--- config.mk ---
export PLATFORM = sky130hd
export DESIGN_NAME = ahb_gpio_sequencer
export DESIGN_NICKNAME = d
export VERILOG_FILES = /design/src/rtl/ahb_gpio_sequencer.sv
export SDC_FILE = /design/constraint.sdc
export NUM_CORES = 1
export LEC_CHECK = 0
export CAP_MARGIN = 20
export CORE_UTILIZATION = 45
export DETAILED_ROUTE_END_ITERATION = 8
export PLACE_DENSITY = 0.8
export SYNTH_ARGS = -nofsm -noshare
export SYNTH_HDL_FRONTEND = slang
export SYNTH_SLANG_ARGS = --single-unit
--- constraint.sdc ---
create_clock -name HCLK -period 2.65 [get_ports HCLK]
set_clock_uncertainty 0.15 [all_clocks]
set_input_delay 0.6625 -clock HCLK [delete_from_list [all_inputs] [get_ports HCLK]]
set_output_delay 0.6625 -clock HCLK [all_outputs]
set_load 0.01 [all_outputs]
--- src/rtl/ahb_gpio_sequencer.sv ---
// ahb_gpio_sequencer: arbitrates two command requesters round-robin and
// issues one single-beat AHB-Lite transfer at a time. Each transfer phase
// (address and data) is bounded by a wait-state timeout that completes the
// command with an error flag instead of hanging the requester.
module ahb_gpio_sequencer #(
  parameter int DATA_W  = 32,
  parameter int TIMEOUT = 16
) (
  input  logic                HCLK,
  input  logic                HRESET,
  input  logic [1:0]          req_valid,
  output logic [1:0]          req_ready,
  input  logic [1:0]          req_write,
  input  logic [63:0]         req_addr,
  input  logic [2*DATA_W-1:0] req_wdata,
  output logic [1:0]          rsp_valid,
  output logic                rsp_err,
  output logic [DATA_W-1:0]   rsp_rdata,
  output logic                HSEL,
  output logic [31:0]         HADDR,
  output logic [1:0]          HTRANS,
  output logic                HWRITE,
  output logic [DATA_W-1:0]   HWDATA,
  output logic                HREADY,
  input  logic                HREADYOUT,
  input  logic [DATA_W-1:0]   HRDATA
);

  localparam logic [1:0] S_IDLE = 2'd0;
  localparam logic [1:0] S_ADDR = 2'd1;
  localparam logic [1:0] S_DATA = 2'd2;
  localparam logic [1:0] S_RESP = 2'd3;

  localparam logic [1:0] HTRANS_IDLE   = 2'b00;
  localparam logic [1:0] HTRANS_NONSEQ = 2'b10;

  // The phase times out on the low-HREADYOUT cycle that would bring the
  // counter to TIMEOUT, so comparing against TIMEOUT-1 suffices.
  localparam logic [7:0] WAIT_LAST = 8'(TIMEOUT - 1);

  // FSM and captured command
  logic [1:0]        r_state;
  logic [7:0]        r_wait_cnt;
  logic              r_last_grant;
  logic              r_grant;
  logic              r_write;
  logic [31:0]       r_addr;
  logic [DATA_W-1:0] r_wdata;
  logic [DATA_W-1:0] r_rdata;
  logic              r_err;

  // Registered outputs
  logic [1:0]        r_rsp_valid;
  logic              r_rsp_err;
  logic [DATA_W-1:0] r_rsp_rdata;
  logic              r_hsel;
  logic [31:0]       r_haddr;
  logic [1:0]        r_htrans;
  logic              r_hwrite;
  logic [DATA_W-1:0] r_hwdata;

  // Combinational helpers
  logic [1:0]        w_next_state;
  logic              w_grant_sel;
  logic              w_accept;
  logic              w_in_phase;
  logic              w_timeout;
  logic [1:0]        w_req_ready;
  logic [31:0]       w_sel_addr;
  logic              w_sel_write;
  logic [DATA_W-1:0] w_sel_wdata;

  assign w_accept    = (r_state == S_IDLE) && (req_valid != 2'b00) && !HRESET;
  assign w_in_phase  = (r_state == S_ADDR) || (r_state == S_DATA);
  assign w_timeout   = w_in_phase && !HREADYOUT && (r_wait_cnt == WAIT_LAST);
  assign w_sel_addr  = w_grant_sel ? req_addr[63:32] : req_addr[31:0];
  assign w_sel_write = w_grant_sel ? req_write[1] : req_write[0];
  assign w_sel_wdata = w_grant_sel ? req_wdata[2*DATA_W-1:DATA_W] : req_wdata[DATA_W-1:0];

  // Round-robin pick: alternate when both ask, otherwise the lone requester wins.
  always_comb begin
    if (req_valid == 2'b11) begin
      w_grant_sel = ~r_last_grant;
    end else if (req_valid[0]) begin
      w_grant_sel = 1'b0;
    end else begin
      w_grant_sel = 1'b1;
    end
  end

  // One-hot acceptance pulse toward the granted requester, only in IDLE.
  always_comb begin
    w_req_ready = 2'b00;
    if (w_accept) begin
      if (w_grant_sel) begin
        w_req_ready = 2'b10;
      end else begin
        w_req_ready = 2'b01;
      end
    end else begin
      w_req_ready = 2'b00;
    end
  end

  // Next-state logic for the single-outstanding-transfer FSM.
  always_comb begin
    w_next_state = r_state;
    case (r_state)
      S_IDLE: begin
        if (w_accept) begin
          w_next_state = S_ADDR;
        end else begin
          w_next_state = S_IDLE;
        end
      end
      S_ADDR: begin
        if (HREADYOUT) begin
          w_next_state = S_DATA;
        end else if (w_timeout) begin
          w_next_state = S_RESP;
        end else begin
          w_next_state = S_ADDR;
        end
      end
      S_DATA: begin
        if (HREADYOUT || w_timeout) begin
          w_next_state = S_RESP;
        end else begin
          w_next_state = S_DATA;
        end
      end
      S_RESP: begin
        w_next_state = S_IDLE;
      end
      default: begin
        w_next_state = S_IDLE;
      end
    endcase
  end

  // FSM state, wait counter, arbitration history and command/result capture.
  always_ff @(posedge HCLK) begin
    if (HRESET) begin
      r_state      <= S_IDLE;
      r_wait_cnt   <= 8'd0;
      r_last_grant <= 1'b1;
      r_grant      <= 1'b0;
      r_write      <= 1'b0;
      r_addr       <= 32'd0;
      r_wdata      <= {DATA_W{1'b0}};
      r_rdata      <= {DATA_W{1'b0}};
      r_err        <= 1'b0;
    end else begin
      r_state <= w_next_state;

      if (w_next_state != r_state) begin
        r_wait_cnt <= 8'd0;
      end else if (w_in_phase && !HREADYOUT) begin
        r_wait_cnt <= r_wait_cnt + 8'd1;
      end

      if (w_accept) begin
        r_grant      <= w_grant_sel;
        r_last_grant <= w_grant_sel;
        r_write      <= w_sel_write;
        r_addr       <= w_sel_addr;
        r_wdata      <= w_sel_wdata;
        r_rdata      <= {DATA_W{1'b0}};
        r_err        <= 1'b0;
      end else if (w_timeout) begin
        r_rdata <= {DATA_W{1'b0}};
        r_err   <= 1'b1;
      end else if ((r_state == S_DATA) && HREADYOUT) begin
        r_rdata <= r_write ? {DATA_W{1'b0}} : HRDATA;
      end
    end
  end

  // Bus and response outputs registered from the next state so they line up
  // with the FSM phase and never glitch.
  always_ff @(posedge HCLK) begin
    if (HRESET) begin
      r_hsel      <= 1'b0;
      r_haddr     <= 32'd0;
      r_htrans    <= HTRANS_IDLE;
      r_hwrite    <= 1'b0;
      r_hwdata    <= {DATA_W{1'b0}};
      r_rsp_valid <= 2'b00;
      r_rsp_err   <= 1'b0;
      r_rsp_rdata <= {DATA_W{1'b0}};
    end else begin
      if (w_next_state == S_ADDR) begin
        r_hsel   <= 1'b1;
        r_htrans <= HTRANS_NONSEQ;
        r_haddr  <= (r_state == S_IDLE) ? w_sel_addr : r_addr;
        r_hwrite <= (r_state == S_IDLE) ? w_sel_write : r_write;
      end else begin
        r_hsel   <= 1'b0;
        r_htrans <= HTRANS_IDLE;
        r_haddr  <= 32'd0;
        r_hwrite <= 1'b0;
      end

      if ((w_next_state == S_DATA) && r_write) begin
        r_hwdata <= r_wdata;
      end else begin
        r_hwdata <= {DATA_W{1'b0}};
      end

      if (r_state == S_RESP) begin
        r_rsp_valid <= r_grant ? 2'b10 : 2'b01;
        r_rsp_err   <= r_err;
        r_rsp_rdata <= r_rdata;
      end else begin
        r_rsp_valid <= 2'b00;
        r_rsp_err   <= 1'b0;
        r_rsp_rdata <= {DATA_W{1'b0}};
      end
    end
  end

  assign req_ready = w_req_ready;
  assign rsp_valid = r_rsp_valid;
  assign rsp_err   = r_rsp_err;
  assign rsp_rdata = r_rsp_rdata;
  assign HSEL      = r_hsel;
  assign HADDR     = r_haddr;
  assign HTRANS    = r_htrans;
  assign HWRITE    = r_hwrite;
  assign HWDATA    = r_hwdata;
  assign HREADY    = HREADYOUT;

endmodule

== Word-level counts from Yosys, hierarchy flattened ==
Index checks and enable logic that the tools add are counted.
Storage, ports and cells
  register bits: 213
  bits of input ports: 167
  word-level logic and storage cells: 66
Operators by class
  $add $sub $neg: 1
  equality and inequality tests: 8
  mux-type cells: 18
  bitwise gates (word level): 4
  reduce and logical (&&, ||, !) cells: 18
Operators by type and width (number)
  $mux W32: 4
  $mux W2: 6
  $reduce_or A2 Y1: 5
  $add A8 B1 Y8 const B: 1
  $eq A2 B2 Y1 const B: 4
  $eq A8 B4 Y1 const B: 1
  $pmux W2 S4: 1
  $mux W1: 7
  $logic_and A1 B1 Y1: 6
  $eq A2 B1 Y1 const B: 2
  $not A1 Y1: 4
  $reduce_or A3 Y1: 1
  $logic_not A1 Y1: 2
  $logic_not A2 Y1: 1
  $logic_or A1 B1 Y1: 2
  $ne A2 B2 Y1: 1
  $reduce_bool A2 Y1: 1

== Logic depth before layout (Yosys ltp) ==
  depth in word-level cells: 11
  gate-level depth with buffers: 9

== Least setup slack after synthesis ==
Ideal clock, no wire load.
  path type: input to output
  from: in req_valid[1]
  to: out req_ready[1]
  arrival time: 1647 ps
  slack: 191 ps
  stages: 5
  cells stage by stage: inv_1 -> o21ai_1 -> buf_2 -> buf_2 -> and3_1
Between the ends
  cells in the longest elaborated chain, start to end: 4
  elaborated cells between the ends (all ways): 7
Ends and longest elaborated chain
  start, declared: RTL line 11  | input logic [1:0] req_valid,
  $eq A2 B2 Y1 or $reduce_bool A2 Y1 (tied branches): RTL line 82, 73
  $mux W1 or $logic_and A1 B1 Y1 (tied branches): RTL line 82, 73
  $mux W2 or $logic_and A1 B1 Y1 (tied branches): RTL line 95, 73
  $mux W2 *: RTL line 94  | if (w_accept) begin
  end, declared: RTL line 12  | output logic [1:0] req_ready,
Every way passes the cells marked *; elsewhere a longest branch is shown, timed or not.

== Worst setup path in the final report ==
  from: reg r_state[1]
  to: out req_ready[1]
Between the ends
  cells in the longest elaborated chain, start to end: 4
Ends and longest elaborated chain
  start, declared: RTL line 42  | logic [1:0] r_state;
  start signal, assigned: RTL line 154  | r_state <= w_next_state;
  $logic_not A2 Y1: RTL line 73  | assign w_accept = (r_state == S_IDLE) && (req_valid != 2'b00) && !HRESET;
  $logic_and A1 B1 Y1 (2 in a row): RTL line 73
  $mux W2: RTL line 94
Every way passes these cells.

==> key figures <==
Global routing
  • First-pass GRT wire length: 30,300 µm
  • Initial antenna violation count: 1
  • Total grt overflow: 0
  • Total GRT Usage: 21.3%
  • Vias in the first global route: 5,994
  • Largest net degree at the start of global routing: 75

Timing
  • Max Fclk: 405 MHz
  • Final period util: 93.2%
  • Relative slew slack: 52.3%
  • Max Transition Viols Final: 0
  • Final setup violation count: 0
  • Post-layout min period: 2470 ps
  • Min setup slack post-route: 181 ps
  • Fin. Hold Viols: 0
  • Worst-Margin Slew: 716 ps
  • RSZ-0062 raised after global routing: false

Critical path
  • Crit-path max FO: 5
  • Reg-to-reg startpoint: r_state[0]$_SDFF_PP0_
  • Critical-path top delay cell: dfxtp_2
  • Largest stage delay, worst path: 370 ps
  • Critical path class: flip-flop to output pin
  • CP Capture Type: output pin
  • WP data required: 1840 ps
  • Worst R2R End: HWDATA[4]$_SDFF_PP0_
  • CP Buf/Inv Count: 2
  • Top cell family by delay on the critical path: flip-flops
  • Worst r2r path cells: 8
  • Type of origin of the critical path: flip-flop
  • CP cell instances: inv_2, ha_4, o21a_4, and3_1, dlygate4sd2_1
  • Reg2reg setup slack: 260 ps
  • Arr. time, crit path: 1660 ps

Layout
  • Layout area overhead: 47.2%
  • Layout cell share with drive strength beyond 1: 8.15%
  • Commonest cells after routing, fill and taps aside: clkdlybuf4s50_1, dfxtp_1, nor2_1
  • Most common cell after layout, fill and taps aside: clkdlybuf4s50_1
  • Layout Nets: 1,227
  • Final Non-Filler Cells: 1,294

Synth
  • #FFs+latches synth: 211
  • Netlist cell types: 43
  • Synth Cell Area: 7890 µm²
  • Synthesized instance count: 787
  • Synth Area per Inst: 10.0 µm²
  • Synth warn: 0
  • Sequential-to-total area share from yosys stat: 53.5%
  • Syn nets: 960

Clock network
  • Clock tree buffer depth: 3
  • Clk_lat worst skew: 490 ps
  • Clock buffer count from CTS: 22
  • Hold-fix buffers at CTS: 0
  • CTS Root Cell: clkbuf_16
  • # clock sinks: 211
  • H-tree Lvls: 1
  • CTS tree: built
  • Clk slew on worst S/H paths: 60 ps

Min path
  • Min-Delay Endpoint: HWDATA[12]$_SDFF_PP0_
  • Worst Hold Path Cells: 1
  • Type of the worst min-delay path: flip-flop to flip-flop
  • Hold Startpoint: r_wdata[12]$_SDFFE_PP0N_

Power
  • Leak: 0.00461 µW
  • Max VDD drop: 0.638 mV
  • Pwr dens: 887 nW/µm²

Flow run
  • Max capacitance violation total: 0

Die
  • Initial Util: 45.8%
  • Core area: 17,200 µm²
  • Row count: 48
  • # IOs: 273
  • Die ar.: 18,100 µm²
  • DIE HEIGHT: 134 µm
  • Die width: 134 µm

Outcome
  • Status: finished clean

Drt
  • DRT Wirelength: 19,600 µm
  • DR WL/cell: 15.2 µm
  • Vias: 6,439
  • Post-route ant nets: 0
  • TritonRoute pass-1 iters: 4
  • Vias per inst: 4.98
  • Drt initial violations: 280
  • DRC errors left: 0

Placement
  • Hpwl dp: 14,000 µm
  • Buffers added on ports: 271
  • Dpl ws: -382 ps
  • Dpl cells: 1,254
  • GPL Wtd Cong: 0.811
==> where the power goes <==
part	total, µW	switching (µW)	internal [µW]
sequential	3970	244	3730
clock	3040	1170	1870
combinational	3290	1810	1490
==> final cells by class <==
cell class / instances / area, µm²
Fill cell: 1402 / 5620
Sequential cell: 211 / 4230
Multi-Input combinational cell: 504 / 3340
Timing Repair Buffer: 309 / 3010
Clock buffer: 36 / 694
Tap cell: 225 / 282
Clock inverter: 2 / 35.0
Inverter: 6 / 22.5
Antenna cell: 1 / 2.50
==> Yosys cell counts, drive strengths merged <==
library cell,count,area share (%)
xor2,6,0.67
ha,6,0.95
nor4,3,0.43
nand3,1,0.063
and2,66,5.2
and4,1,0.11
nor2,139,6.6
or2,1,0.079
nor2b,3,0.24
nor3b,40,3.8
a41o,1,0.13
a22o,1,0.11
and3,6,0.54
o21ai,7,0.44
buf,22,1.9
xnor2,2,0.22
nand4,2,0.16
a211oi,99,9.7
or3,1,0.079
nand3b,2,0.35
inv,6,0.29
clkbuf,44,2.3
and4b,1,0.13
dfxtp,211,54
a2111oi,1,0.11
o311ai,1,0.33
o21a,1,0.095
nor3,3,0.19
a21oi,33,2.1
nand2,7,0.33
conb,1,0.048
a31oi,2,0.16
mux2i,67,8.5
==> how the worst max path moves through the flow <==
stage	cells after the start	end	slack, ps	from
final	5	req_ready[1]	180	r_state[1]$_SDFF_PP0_
after global routing	5	req_ready[1]	110	r_state[1]$_SDFF_PP0_
after CTS	5	req_ready[1]	160	r_state[0]$_SDFF_PP0_
after detailed placement	8	HADDR[10]$_SDFF_PP0_	-380	req_valid[1]
after global placement	5	req_ready[1]	-330	req_valid[1]
after floorplan	5	req_ready[1]	190	req_valid[1]
==> metrics by stage <==
stage | util (%) | area (µm²) | TNS, ps | power (µW) | hold slack [ps]
floorplan | - | 7890 | 0 | 6020 | 250
global placement | 63.1 | 10900 | -30940 | 7220 | 283
detailed placement | 63.1 | 10900 | -38460 | 7320 | 288
CTS | 67.4 | 11600 | 0 | 10400 | 301
global route | 67.4 | 11600 | 0 | 10900 | 309
finish | 67.4 | 11600 | 0 | 10300 | 297
==> state kept, by name, indices dropped and copies added, names as in the netlist <==
name and count:
HADDR 32, HWDATA 32, r_addr 32, r_rdata 32, r_wdata 32, rsp_rdata 32
r_wait_cnt 8, r_state 2, rsp_valid 2, HTRANS 1, HWRITE 1, r_err 1
r_grant 1, r_last_grant 1, r_write 1, rsp_err 1
==> cells by family (layout without fill, tap and decap cells) <==
kind of cell	after synthesis	count (layout)	share of synthesized area, %
other	1	2	0.0475
adder cells (fa/ha/maj)	6	6	0.951
buffers and inverters	72	353	4.57
XOR/XNOR	8	8	0.888
flip-flops	211	211	53.5
AND/OR/NAND/NOR	276	276	18.3
AO/OA/AOI/OAI	146	146	13.2
multiplexers	67	67	8.50
==> layer usage <==
| layer | wire length (µm) | global-route usage, % | vias up |
|---|---|---|---|
| met5 | 0 | 0 | - |
| met4 | 468 | 7.37 | 0 |
| met3 | 1650 | 6.27 | 32 |
| met2 | 9240 | 36.3 | 232 |
| met1 | 8280 | 25.5 | 2915 |
| li1 | - | - | 3260 |
==> worst reg2reg max path, cell delays in order (launching register included) <==
cell and delay, ps:
dfxtp_1 350, inv_2 70, ha_4 240, and4b_1 210
and3_1 270, o311ai_4 310, buf_4 160, and3_4 390
and2_1 190
==> what timing repair did <==
action	in CTS	in global routing
setup buffers	1	0
resized for setup	10	0
endpoints found under the setup margin	3	0
Note: power is estimated with default switching activity, not from simulation.
